## config.mk

```make
export PLATFORM = sky130hd
export DESIGN_NAME = mode_sequencer
export DESIGN_NICKNAME = d
export VERILOG_FILES = /design/src/rtl/mode_sequencer.sv
export SDC_FILE = /design/constraint.sdc
export NUM_CORES = 1
export LEC_CHECK = 0
export CAP_MARGIN = 15
export CORE_MARGIN = 2
export CORE_UTILIZATION = 61
export DETAILED_ROUTE_END_ITERATION = 12
export GPL_ROUTABILITY_DRIVEN = 0
export PLACE_DENSITY = 0.79
export SLEW_MARGIN = 30
export SYNTH_ARGS = -nofsm -noshare
export SYNTH_HDL_FRONTEND = slang
export SYNTH_SLANG_ARGS = --single-unit
```

## constraint.sdc

```tcl
create_clock -name sys_clk -period 2.5 [get_ports sys_clk]
set_clock_uncertainty 0.05 [all_clocks]
set_input_delay 0.5 -clock sys_clk [delete_from_list [all_inputs] [get_ports sys_clk]]
set_output_delay 0.5 -clock sys_clk [all_outputs]
set_load 0.01 [all_outputs]
```

## src/rtl/mode_sequencer.sv

```systemverilog
// Video mode sequencer: a debounced button press steps through four video modes,
// switching on a vsync edge (or after a timeout) with blanking and a timing-generator reset.
module mode_sequencer #(
    parameter int unsigned DEBOUNCE_CYCLES = 1000000,
    parameter int unsigned SETTLE_CYCLES   = 4096,
    parameter int unsigned VS_TIMEOUT      = 4000000
) (
    input  logic       sys_clk,
    input  logic       act_reset,
    input  logic       but_center,
    input  logic       vsync_in,
    output logic [1:0] mode_sel,
    output logic       mode_load,
    output logic       vid_reset,
    output logic       blank,
    output logic       busy,
    output logic       timeout_flag
);

    localparam int unsigned DB_W = $clog2(DEBOUNCE_CYCLES + 1);
    localparam int unsigned ST_W = $clog2(SETTLE_CYCLES + 1);
    localparam int unsigned VS_W = $clog2(VS_TIMEOUT + 1);

    localparam logic [DB_W-1:0] DB_LAST = DB_W'(DEBOUNCE_CYCLES - 1);
    localparam logic [ST_W-1:0] ST_LAST = ST_W'(SETTLE_CYCLES - 1);
    localparam logic [VS_W-1:0] VS_LAST = VS_W'(VS_TIMEOUT - 1);

    localparam logic [2:0] INIT    = 3'd0;
    localparam logic [2:0] IDLE    = 3'd1;
    localparam logic [2:0] WAIT_VS = 3'd2;
    localparam logic [2:0] SWITCH  = 3'd3;
    localparam logic [2:0] LOAD    = 3'd4;
    localparam logic [2:0] SETTLE  = 3'd5;
    localparam logic [2:0] RELEASE = 3'd6;

    logic [2:0]      state;
    logic [1:0]      but_sync;
    logic [1:0]      vs_sync;
    logic            db_level;
    logic            db_prev;
    logic [DB_W-1:0] db_cnt;
    logic            vs_prev;
    logic [VS_W-1:0] wait_cnt;
    logic [ST_W-1:0] settle_cnt;
    logic            but_s;
    logic            vs_s;
    logic            press;
    logic            vs_edge;

    assign but_s   = but_sync[1];
    assign vs_s    = vs_sync[1];
    assign press   = db_level & ~db_prev;
    assign vs_edge = vs_s & ~vs_prev;

    always_ff @(posedge sys_clk or posedge act_reset) begin
        if (act_reset) begin
            but_sync <= '0;
            vs_sync  <= '0;
            db_level <= 1'b0;
            db_prev  <= 1'b0;
            db_cnt   <= '0;
        end else begin
            but_sync <= {but_sync[0], but_center};
            vs_sync  <= {vs_sync[0], vsync_in};
            db_prev  <= db_level;
            if (but_s != db_level) begin
                if (db_cnt == DB_LAST) begin
                    db_level <= but_s;
                    db_cnt   <= '0;
                end else begin
                    db_cnt <= db_cnt + 1'b1;
                end
            end else begin
                db_cnt <= '0;
            end
        end
    end

    always_ff @(posedge sys_clk or posedge act_reset) begin
        if (act_reset) begin
            state        <= INIT;
            mode_sel     <= '0;
            timeout_flag <= 1'b0;
            vs_prev      <= 1'b0;
            wait_cnt     <= '0;
            settle_cnt   <= '0;
        end else begin
            // Outside WAIT_VS the edge history reads as high, so a level already high on entry is ignored
            vs_prev <= (state == WAIT_VS) ? vs_s : 1'b1;
            case (state)
                INIT: state <= LOAD;
                IDLE: begin
                    wait_cnt <= '0;
                    if (press) state <= WAIT_VS;
                end
                WAIT_VS: begin
                    if (vs_edge) begin
                        state    <= SWITCH;
                        wait_cnt <= '0;
                    end else if (wait_cnt == VS_LAST) begin
                        state        <= SWITCH;
                        timeout_flag <= 1'b1;
                        wait_cnt     <= '0;
                    end else begin
                        wait_cnt <= wait_cnt + 1'b1;
                    end
                end
                SWITCH: begin
                    mode_sel <= mode_sel + 2'd1;
                    state    <= LOAD;
                end
                LOAD: begin
                    settle_cnt <= '0;
                    state      <= SETTLE;
                end
                SETTLE: begin
                    if (settle_cnt == ST_LAST) begin
                        settle_cnt <= '0;
                        state      <= RELEASE;
                    end else begin
                        settle_cnt <= settle_cnt + 1'b1;
                    end
                end
                RELEASE: state <= IDLE;
                default: state <= INIT;
            endcase
        end
    end

    always_comb begin
        mode_load = 1'b0;
        vid_reset = 1'b0;
        blank     = 1'b0;
        busy      = 1'b0;
        case (state)
            IDLE: ;
            WAIT_VS: begin
                blank = 1'b1;
                busy  = 1'b1;
            end
            LOAD: begin
                mode_load = 1'b1;
                vid_reset = 1'b1;
                blank     = 1'b1;
                busy      = 1'b1;
            end
            RELEASE: begin
                blank = 1'b1;
                busy  = 1'b1;
            end
            default: begin
                vid_reset = 1'b1;
                blank     = 1'b1;
                busy      = 1'b1;
            end
        endcase
    end

endmodule

```

==> out/qor.yml <==
power_and_ir_drop:
  vdd_ir_drop_max_uv: 352
  powerDensity_nw_per_um2: 531
  p_leak_nw: 1.61
global_route:
  grt_max_degree: 59
  grt_pass1_vias: 2412
  grt-ovfl-total: 0
  grtUsageTotal: 0.227
  antenna_found_initial: 0
  grt_pass1_wl_um: 10900
die:
  core_region_area_um2: 5410
  die_area_um2: 6120
  die_h_um: 78.2
  fp.dieW_um: 78.2
  io_pins: 11
  row_count: 27
  start_util: 0.622
yosys:
  synth_edf_count: 0
  post-synth-top-count-cell: "dfrtp_1"
  synth_top_area_frac: 0.506
  synth-main-ff-cell: "dfrtp_1"
  ys_warn_count: 0
  ys_seq_elements: 68
  syn_inst: 344
  async_reset_ff_frac: 1.00
  ys_types: 47
  synth_area_leaders: "dfrtp_1 (51%), nor2_1 (5.7%), xnor2_1 (5.2%)"
  avgSynthCellArea_um2: 9.77
  synth-seq-area-share: 0.506
  synth_top_cell_by_area: "dfrtp_1"
  syn-cell-area_um2: 3360
  netlist_top_cells_count: "dfrtp_1 (68), nor2_1 (51), nand3_1 (27), nand2_1 (22), xnor2_1 (20)"
  synth_fp_nets: 351
cts:
  clock-sinks: 68
  max-clock-path-buffers: 2
  htree_levels: 3
  cts_tree: "built"
  clk_pin_slew_ns: 0.07
  ctsHoldBuffers: 0
  clockRootBuffer: "clkbuf_8"
  clk_latency_ns: 0.35
  cts_buffers: 9
routing:
  vias: 2497
  via_per_inst: 5.70
  drc: 0
  wl_um: 6180
  drtPass1Iterations: 4
  ant_nets: 0
  wl_per_cell_um: 14.1
  drt_iter0_drc: 155
place:
  io_buffer_count: 10
  pre_cts_slack_ns: 0.227
  hpwl_um: 4190
job:
  cap_violations: 0
timing:
  hold_viol_final: 0
  min_period_ns: 2.41
  finalSetupViolations: 0
  worst_slack_ns: 0.0943
  max-slew-margin-rel: 0.635
  finalMaxSlewViolations: 0
  timing.fmax_mhz: 416
  grt_setup_unrepaired: "no"
  tns_ns: 0
  tightest_slew_ns: 0.543
  fin_crit_sh: 0.962
  holdWs_ns: 0.303
setup_path:
  r2r_cells: 6
  worstPathRequired_ns: 1.95
  r2r_end: "settle_cnt[7]$_DFFE_PP0P_"
  reg2reg_from: "settle_cnt[0]$_DFFE_PP0P_"
  cp-endpoint: "vid_reset"
  cp_max_fo: 12
  arrival_ns: 1.86
  crit_start: "state[2]$_DFFE_PP0P_"
  path_class: "flip-flop to output pin"
  endpoint_kind: "output pin"
  reg2reg_slack_ns: 0.19
  start_kind: "flip-flop"
outcome:
  outcome: "finished clean"
finish:
  fin_util: 0.694
  nets: 368
  antennaDiodeCount: 0
  syn2layout_area_growth_pct: 11.5
  drive_above_1_share: 0.0956
hold_path:
  hp-class: "flip-flop to flip-flop"
## logic make-up after synthesis
group | share of synthesized area
AO/OA/AOI/OAI | 0.0920
XOR/XNOR | 0.0990
adder cells (fa/ha/maj) | 0.0112
buffers and inverters | 0.0268
flip-flops | 0.506
multiplexers | 0.00335
AND/OR/NAND/NOR | 0.261
## cell type report
cell class                 count  area, um2
timing repair buffer          17        165
sequential                    68       1700
multi-input combinational    256       1570
fill                         417       1660
clock buffer                  12        165
inverter                       9       33.8
tap                           72       90.1
clock inverter                 4       22.5
## state kept, by name (all words and copies together) (netlist names), 2 cells and up
register and count:
but_sync 2, state 3, settle_cnt 13, db_cnt 20, wait_cnt 22, vs_sync 2
mode_sel 2
## worst min path at each step
| stage | cells past startpoint | endpoint | slack (ns) | from |
|---|---|---|---|---|
| final | 0 | vs_sync[1]$_DFF_PP0_ | 0.30 | vs_sync[0]$_DFF_PP0_ |
| after detailed placement | 0 | but_sync[1]$_DFF_PP0_ | 0.29 | but_sync[0]$_DFF_PP0_ |
| after global routing | 0 | vs_sync[1]$_DFF_PP0_ | 0.31 | vs_sync[0]$_DFF_PP0_ |
| after global placement | 0 | but_sync[1]$_DFF_PP0_ | 0.28 | but_sync[0]$_DFF_PP0_ |
| after floorplan | 0 | but_sync[1]$_DFF_PP0_ | 0.28 | but_sync[0]$_DFF_PP0_ |
| after CTS | 0 | but_sync[1]$_DFF_PP0_ | 0.30 | but_sync[0]$_DFF_PP0_ |
## power breakdown
| group | switching (mW) | leakage, nW | internal (mW) |
|---|---|---|---|
| combinational | 0.0299 | 0.614 | 0.0128 |
| sequential | 0.00614 | 0.899 | 1.11 |
| clock | 0.400 | 0.0982 | 0.436 |
## worst max-delay path, stage by stage (launching register included)
cell and delay, ns:
dfrtp_1 0.51, or2_2 0.36, and2_2 0.17, clkdlybuf4s50_1 0.47
## metrics by stage
| stage | power, mW | instance area [um2] | cells |
|---|---|---|---|
| after global placement | 1.18 | 3560 | 422 |
| final | 1.99 | 3750 | 438 |
| after global routing | 2.07 | 3750 | 438 |
| after floorplan | 1.16 | 3360 | 344 |
| after CTS | 2.01 | 3750 | 438 |
| after detailed placement | 1.18 | 3560 | 422 |
## cells in the final DEF, fill, tap and decap left out, types with 3 or more instances in the layout
| cell type | count |
|---|---|
| a21oi_1 | 9 |
| a22o_1 | 4 |
| and3_1 | 6 |
| and4_1 | 5 |
| buf_4 | 6 |
| clkbuf_8 | 12 |
| clkdlybuf4s50_1 | 10 |
| clkinv_2 | 3 |
| dfrtp_1 | 67 |
| ha_1 | 3 |
| inv_1 | 8 |
| nand2_1 | 22 |
| nand2b_1 | 6 |
| nand3_1 | 27 |
| nand4_1 | 14 |
| nor2_1 | 51 |
| nor2b_1 | 3 |
| nor3_1 | 6 |
| nor4_1 | 7 |
| o21ai_0 | 18 |
| o31ai_1 | 3 |
| or3_1 | 3 |
| or4_1 | 4 |
| xnor2_1 | 20 |
| xor2_1 | 18 |
## routing by layer
metal	wire (um)	track usage
met3	266	0.0460
met5	0	0
met1	3000	0.318
met4	85	0.111
met2	2830	0.342
## repair_timing
action | 4_1_cts | 5_1_grt
buffers inserted | 0 | 0
gates resized for setup | 0 | 1
endpoints found under the setup margin | 0 | 1
Power figures use the tool's default switching activity.
